## config.mk

```make
export PLATFORM = sky130hd
export DESIGN_NAME = mist_loader
export DESIGN_NICKNAME = d
export VERILOG_FILES = /design/src/rtl/mist_loader.sv
export SDC_FILE = /design/constraint.sdc
export NUM_CORES = 1
export LEC_CHECK = 0
export CAP_MARGIN = 10
export CORE_AREA = 2 2 176 160
export CTS_CLUSTER_DIAMETER = 150
export DETAILED_ROUTE_END_ITERATION = 8
export DIE_AREA = 0 0 178 162
export PLACE_DENSITY_LB_ADDON = 0.12
export SYNTH_ARGS = -nofsm -noshare
export SYNTH_HDL_FRONTEND = slang
export SYNTH_SLANG_ARGS = --single-unit
export TNS_END_PERCENT = 100
```

## constraint.sdc

```tcl
create_clock -name clock -period 6.4 [get_ports clock]
set_clock_uncertainty 0.2 [all_clocks]
set_input_delay 1.6 -clock clock [delete_from_list [all_inputs] [get_ports clock]]
set_output_delay 1.6 -clock clock [all_outputs]
set_load 0.02 [all_outputs]
```

## src/rtl/mist_loader.sv

```systemverilog
// mist_loader: routes a MiST data_io download to one of CHANNELS core memories.
// Incoming bytes are packed into WW-bit words, queued in a DEPTH-word FIFO and
// written out through a request/accept port that may stall.
module mist_loader #(
  parameter int CHANNELS = 4,
  parameter int AW       = 27,
  parameter int WW       = 8,
  parameter int DEPTH    = 8
) (
  input  logic                           clock,
  input  logic                           reset,
  input  logic                           dioE,
  input  logic [7:0]                     dioI,
  input  logic [AW-1:0]                  dioA,
  input  logic [7:0]                     dioD,
  input  logic                           dioW,
  input  logic [31:0]                    dioS,
  output logic [CHANNELS-1:0]            busy,
  output logic [CHANNELS-1:0]            done,
  output logic [31:0]                    size,
  output logic                           ovf,
  output logic [AW-$clog2(WW/8)-1:0]     memA,
  output logic [WW-1:0]                  memD,
  output logic [WW/8-1:0]                memM,
  output logic                           memW,
  input  logic                           memK
);

  localparam int BW  = WW / 8;          // bytes per word
  localparam int LB  = $clog2(BW);      // byte-lane address bits
  localparam int MAW = AW - LB;         // word address width
  localparam int PW  = $clog2(DEPTH);   // FIFO pointer width
  localparam int CW  = PW + 1;          // FIFO occupancy width
  localparam int EW  = MAW + WW + BW;   // FIFO entry: {addr, data, mask}

  localparam logic [BW-1:0] MASK_FULL = '1;

  localparam logic [1:0] S_IDLE  = 2'd0;
  localparam logic [1:0] S_LOAD  = 2'd1;
  localparam logic [1:0] S_DRAIN = 2'd2;
  localparam logic [1:0] S_DONE  = 2'd3;

  logic [1:0]          state_q, state_d;
  logic [CHANNELS-1:0] busy_q, busy_d;
  logic [CHANNELS-1:0] done_q, done_d;
  logic [31:0]         size_q, size_d;
  logic                ovf_q, ovf_d;
  logic [MAW-1:0]      pk_addr_q, pk_addr_d;
  logic [WW-1:0]       pk_data_q, pk_data_d;
  logic [BW-1:0]       pk_mask_q, pk_mask_d;
  logic [PW-1:0]       wr_ptr_q, wr_ptr_d;
  logic [PW-1:0]       rd_ptr_q, rd_ptr_d;
  logic [CW-1:0]       count_q, count_d;

  logic [EW-1:0]       fifo_mem [DEPTH];

  logic                in_lane;
  logic [MAW-1:0]      in_addr;
  logic [WW-1:0]       in_data;
  logic [BW-1:0]       in_mask;
  logic                start_ok;
  logic [CHANNELS-1:0] start_hot;
  logic                fifo_full;
  logic                push_req, push, pop;
  logic [EW-1:0]       push_word;
  logic                conflict;
  logic [BW-1:0]       m_mask;
  logic [WW-1:0]       m_data;
  logic [EW-1:0]       head;

  // Decode the incoming byte into word address, lane, positioned data and mask.
  always_comb begin
    in_lane   = (LB == 0) ? 1'b0 : dioA[0];
    in_addr   = dioA[AW-1:LB];
    in_data   = WW'(dioD) << {in_lane, 3'b000};
    in_mask   = BW'(1) << in_lane;
    start_ok  = dioE && (dioI != 8'd0) && (dioI <= 8'(CHANNELS));
    start_hot = CHANNELS'(1) << (dioI - 8'd1);
    fifo_full = (count_q == CW'(DEPTH));
    pop       = (count_q != '0) && memK;
  end

  // Download sequencing and byte packing; a refused push drops the incoming
  // byte and keeps the pack register intact.
  always_comb begin
    // NOTE: every output of a combinational block gets a default first, so
    // no path through the case statement can infer a latch.
    state_d   = state_q;
    busy_d    = busy_q;
    done_d    = '0;
    size_d    = size_q;
    ovf_d     = ovf_q;
    pk_addr_d = pk_addr_q;
    pk_data_d = pk_data_q;
    pk_mask_d = pk_mask_q;
    push_req  = 1'b0;
    push_word = '0;
    conflict  = 1'b0;
    m_mask    = pk_mask_q | in_mask;
    m_data    = pk_data_q | in_data;
    case (state_q)
      S_IDLE: begin
        if (start_ok) begin
          busy_d  = start_hot;
          size_d  = dioS;
          ovf_d   = 1'b0;
          state_d = S_LOAD;
        end
      end
      S_LOAD: begin
        if (dioW) begin
          conflict = (pk_mask_q != '0) &&
                     ((pk_addr_q != in_addr) || ((pk_mask_q & in_mask) != '0));
          if (conflict) begin
            // Flush the partial word; the new byte opens a fresh pack.
            push_req  = 1'b1;
            push_word = {pk_addr_q, pk_data_q, pk_mask_q};
            if (!fifo_full) begin
              pk_addr_d = in_addr;
              pk_data_d = in_data;
              pk_mask_d = in_mask;
            end else begin
              ovf_d = 1'b1;
            end
          end else if (m_mask == MASK_FULL) begin
            push_req  = 1'b1;
            push_word = {in_addr, m_data, m_mask};
            if (!fifo_full) begin
              pk_data_d = '0;
              pk_mask_d = '0;
            end else begin
              ovf_d = 1'b1;
            end
          end else begin
            pk_addr_d = in_addr;
            pk_data_d = m_data;
            pk_mask_d = m_mask;
          end
        end
        if (!dioE) state_d = S_DRAIN;
      end
      S_DRAIN: begin
        if (pk_mask_q != '0) begin
          push_req  = 1'b1;
          push_word = {pk_addr_q, pk_data_q, pk_mask_q};
          if (!fifo_full) begin
            pk_data_d = '0;
            pk_mask_d = '0;
          end
        end else if (count_q == '0) begin
          done_d  = busy_q;
          busy_d  = '0;
          state_d = S_DONE;
        end
      end
      default: state_d = S_IDLE;
    endcase
  end

  // FIFO pointer and occupancy bookkeeping; a full FIFO refuses pushes even
  // when a pop happens in the same cycle.
  always_comb begin
    push     = push_req && !fifo_full;
    wr_ptr_d = wr_ptr_q + PW'(push);
    rd_ptr_d = rd_ptr_q + PW'(pop);
    count_d  = count_q + CW'(push) - CW'(pop);
  end

  // Control and pack state registers.
  always_ff @(posedge clock) begin
    // NOTE: sequential state uses non-blocking assignments so every flop
    // samples pre-edge values regardless of statement order.
    if (reset) begin
      state_q   <= S_IDLE;
      busy_q    <= '0;
      done_q    <= '0;
      size_q    <= '0;
      ovf_q     <= 1'b0;
      pk_addr_q <= '0;
      pk_data_q <= '0;
      pk_mask_q <= '0;
      wr_ptr_q  <= '0;
      rd_ptr_q  <= '0;
      count_q   <= '0;
    end else begin
      state_q   <= state_d;
      busy_q    <= busy_d;
      done_q    <= done_d;
      size_q    <= size_d;
      ovf_q     <= ovf_d;
      pk_addr_q <= pk_addr_d;
      pk_data_q <= pk_data_d;
      pk_mask_q <= pk_mask_d;
      wr_ptr_q  <= wr_ptr_d;
      rd_ptr_q  <= rd_ptr_d;
      count_q   <= count_d;
    end
  end

  // FIFO storage write port.
  always_ff @(posedge clock) begin
    // NOTE: the storage array is deliberately not reset; the occupancy
    // counter decides validity and the outputs are gated while empty.
    if (push) fifo_mem[wr_ptr_q] <= push_word;
  end

  // Present the FIFO head; zero whenever no write is requested.
  always_comb begin
    head = fifo_mem[rd_ptr_q];
    memW = (count_q != '0);
    memA = memW ? head[EW-1:WW+BW] : '0;
    memD = memW ? head[WW+BW-1:BW] : '0;
    memM = memW ? head[BW-1:0]     : '0;
    busy = busy_q;
    done = done_q;
    size = size_q;
    ovf  = ovf_q;
  end

endmodule

```

# Yosys cells after proc, flatten, opt, wreduce, memory -nomap -nowiden
# Memories as Yosys holds them, arrays and structs flattened. A register that Yosys moved wholly into a read port is not among the register bits.
# Index checks and enable logic that the tools add are counted.
# W data, S select, Z words.
# word_totals
reg_bits	89
n_memories	1
output_inout_bits	78
ram_bits	288
inputBits	80
# mem_list
memory	depth	width	rd	rd_ports_with_merged_regs	wr	line	source
fifo_mem	8	36	1	1	1	55	logic [EW-1:0] fifo_mem [DEPTH];
# op_classes
shifts	1
eq_ne	13
mux	39
bitwise_logic	4
order_cmp	1
reduce_logical	22
n_addsub	5
# ops
cell	count
$mux W36	3
$pmux W36 S2	1
$mux W8	6
$mux W27	1
$ne A27 B27 Y1	1
$reduce_and A4 Y1	5
$ne A2 B2 Y1 const B	8
$pmux W8 S2	1
$mux W1	14
$mux W4	3
$le A8 B3 Y1 const B	1
$mux W2	4
$or A8 B8 Y8	1
$pmux W4 S2	1
$reduce_bool A8 Y1	1
$shl A1 B8 Y4 const A	1
$sub A8 B1 Y8 const B	1
$add A3 B1 Y3	2
$pmux W1 S2	3
$pmux W2 S3	1
$reduce_bool A2 Y1	3
$logic_and A1 B1 Y1	5
$add A4 B1 Y4	1
$eq A4 B4 Y1 const B	1
other kinds (14)	16

# Logic depth before layout (Yosys ltp)
# logic_depth
ltp_word	6
depth_mapped	15
depth_no_buf	13

# Worst setup path after synthesis
# Ideal clock, no wire load.
# synth_timing
kind	in2reg
start	input dioW
end	memory fifo_mem[1][0] in the netlist's numbering (enable)
cell_stages	6
arrival_ps	4752
path_slack_ps	973
path_cell_list	a22o_1 -> nand2_1 -> clkbuf_1 -> inv_1 -> nand3_1 -> nor3_1
# synth_via
elab_chain_len	5
# synth_lines
element	line	source
from (decl)	16	input logic dioW,
$mux W1	111	if (dioW) begin
$pmux W1 S2	101	case (state_q)
$logic_and A1 B1 Y1	163	push = push_req && !fifo_full;
$mux W1	204	if (push) fifo_mem[wr_ptr_q] <= push_word;
$mux W1 (not written as such)	204	
to (decl)	55	
# No other way between the ends.

==> qor.yml <==
synth:
  synth_top_area_share_pct: 57.9
  muxShareOfSynthArea_pct: 17.5
  synthDistinctLibCells: 42
  synth_top_family_by_area: "multiplexers"
  yosys.area_share.simple_pct: 6.64
  synth_async_sr_flop_share_pct: 0
  yosys.area.top_type: "edfxtp_1"
  syn_inst: 924
  synth-edff-count: 288
  synth-seq-cells: 377
  syn_area_sq_um: 14900
  synth_common_cells: "edfxtp_1 (288), nor2_1 (128), mux2i_1 (99)"
  synth_ff_type: "edfxtp_1"
  synth_compound_area_share_pct: 2.19
  syn-num-nets: 1021
  syn_avg_cell_area_sq_um: 16.2
  yosysMostFrequentCell: "edfxtp_1"
  synth_xor_area_share_pct: 0.352
  yosys-top-cells-area: "edfxtp_1 (58%), dfxtp_1 (12%), mux4_2 (11%)"
  synth_fa_ha_area_share_pct: 1.47
  yosys_warnings: 0
  ys_seq_area_share_pct: 69.8
outcome:
  status: "finished, final reports clean"
route:
  antenna_left: 0
  drtPass1Iterations: 5
  detailroute.via_count: 8241
  avgRoutedWirePerCell_microns: 20.8
  drt-initial-drc-count: 680
  drt-total-wl_microns: 30600
  vias_per_cell: 5.61
  drc_errors: 0
worst_setup_path:
  max_stage_delay_ns: 0.67
  crit_type: "flop to output port"
  arrival_ns: 3.05
  crit_fanout: 50
  startpoint: "rd_ptr_q[0]"
  path_cells: "buf_12, mux4_2, mux2i_1, nor2_1, clkdlybuf4s50_1"
  cp_top_family: "buffers and inverters"
  crit_slowest_cell: "dfxtp_4"
  cp_num_buf_inv: 2
  reg2reg_slack_ns: 2.66
  cp_data_required_time_ns: 4.60
  r2r_start: "state_q[0]"
  end_kind: "output port"
  worstSetupStartpointType: "flop"
placement:
  pre_cts_slack_ns: 1.31
  port_buffers: 157
  gp_congestion: 0.758
  hpwlAfterDp_microns: 18300
  post_dp_cell_area_sq_um: 16900
layout:
  syn2layout_area_growth_pct: 21.6
  stdcell_area_sq_um: 18200
  drive_above_1_share_pct: 14.6
  antenna_cells: 0
  fin_nets: 1185
clocking:
  cts_buffer_depth: 3
  clock_latency_ns: 0.52
  cts_inserted_buffers: 37
  path_clk_slew_ns: 0.06
  ctsResizeCount: 0
  cts_tree: "built"
  hold_buffers: 0
  cts-root-buf: "clkbuf_16"
  cts.sinks: 377
  postCtsSetupBuffers: 0
  htreeDepth: 2
timing:
  fmax_ghz: 0.206
  holdWs_ns: 0.253
  maxSlewHeadroom_pct: 29.0
  worst_slew_pin_slew_ns: 1.06
  fin_crit_sh_pct: 75.7
  period_needed_ns: 4.85
  tns_ns: 0
  setup_ws_ns: 1.55
  finalSetupViolations: 0
  drv_slew: 0
  rsz0062_at_grt: "false"
  hold_violations: 0
grt:
  grt_pass1_vias: 8459
  grt_start_max_net_pins: 92
  grt_overflow: 0
  grt_pass1_wl_microns: 48000
  grtUsageTotal_pct: 21.9
  antenna_found_initial: 0
die:
  row_count: 57
  ios: 158
  fp.coreArea_sq_um: 26900
  die_y_microns: 162
  fp.dieW_microns: 178
  die_area_sq_um: 28800
  initial_core_util_pct: 55.6
pwr:
  clockPowerShare_pct: 37.9
  cellLeakagePower_nw: 6.68
  p_sw_share_pct: 24.4
  p_int_mw: 4.35
  vdd_ir_drop_max_mv: 0.285
  p_seq_share_pct: 46.6
  pwr-share-comb_pct: 15.5
  p_total_mw: 5.75
  p_switching_mw: 1.40
  powerDensity_nw_per_um2: 317
run:
  maxCapViolations: 0
worst_hold_path:
  min-delay-start: "pk_addr_q[1]"
  min_path_type: "flop to flop"
[sequential cells by signal, indices dropped and copies added (netlist names)]
signal / count
busy: 4
count_q: 4
done: 4
fifo_mem: 288
ovf: 1
pk_addr_q: 27
pk_data_q: 8
pk_mask_q: 1
rd_ptr_q: 3
size: 32
state_q: 2
wr_ptr_q: 3
[through the flow]
step	instances	utilization, %
floorplan	924	-
global placement	1403	63.0
detailed placement	1403	63.0
CTS	1470	67.6
global route	1470	67.6
finish	1470	67.6
[metal layers]
| metal | global-route usage (%) | wire (microns) | share of wire, % | vias up |
|---|---|---|---|---|
| met5 | 0 | 0 | 0 | - |
| met4 | 4.51 | 453 | 1.5 | 0 |
| met3 | 4.21 | 1990 | 6.5 | 36 |
| met2 | 34.8 | 14400 | 47 | 255 |
| met1 | 32.2 | 13800 | 45 | 4146 |
| li1 | - | - | - | 3804 |
[power groups by stage]
stage	combinational [mW]	sequential [mW]	clock, mW
finish	0.894	2.68	2.18
global route	0.969	2.69	2.32
CTS	0.910	2.68	2.23
detailed placement	0.904	2.73	0
global placement	0.899	2.73	0
floorplan	0.629	2.69	0
[cell type report]
| cell class | instances | area, sq um |
|---|---|---|
| well taps | 354 | 443 |
| multi-input cells | 483 | 4270 |
| flip-flops and latches | 377 | 10400 |
| inverters | 14 | 52.6 |
| fillers | 1843 | 8720 |
| clock inverters | 17 | 208 |
| clock buffers | 50 | 1030 |
| repair buffers | 175 | 1730 |
[cell usage in the layout (no fill, tap or decap), types with 16 or more instances in the layout]
| master | synthesis | layout |
|---|---|---|
| edfxtp_1 | 288 | 288 |
| clkbuf_16 | 0 | 38 |
| clkdlybuf4s50_1 | 0 | 156 |
| dfxtp_1 | 89 | 85 |
| nor2_1 | 128 | 121 |
| ha_1 | 16 | 16 |
| buf_4 | 0 | 17 |
| mux2i_1 | 99 | 99 |
| nand2_1 | 61 | 61 |
| a21oi_1 | 37 | 37 |
| mux4_2 | 72 | 72 |
[kinds of logic after synthesis]
logic type	count (synthesis)
xor+xnor	6
buf+inv	64
simple gates	233
fa+ha+maj	17
compound gates	56
flops	377
mux	171
[path summary, 6_finish.rpt]
| check | end | cells after the start |
|---|---|---|
| setup / recovery | memD[4] | 5 |
| hold / removal | pk_addr_q[1] | 2 |
| setup reg to reg | fifo_mem[7][14] | 8 |
| hold reg to reg | pk_addr_q[1] | 2 |
[worst min-delay path, delay by kind of cell (launching register included)]
kind            cells  cell delay (ns)
simple gates        1             0.05
flops               1             0.31
compound gates      1             0.05
(Power assumes the default switching activity.)
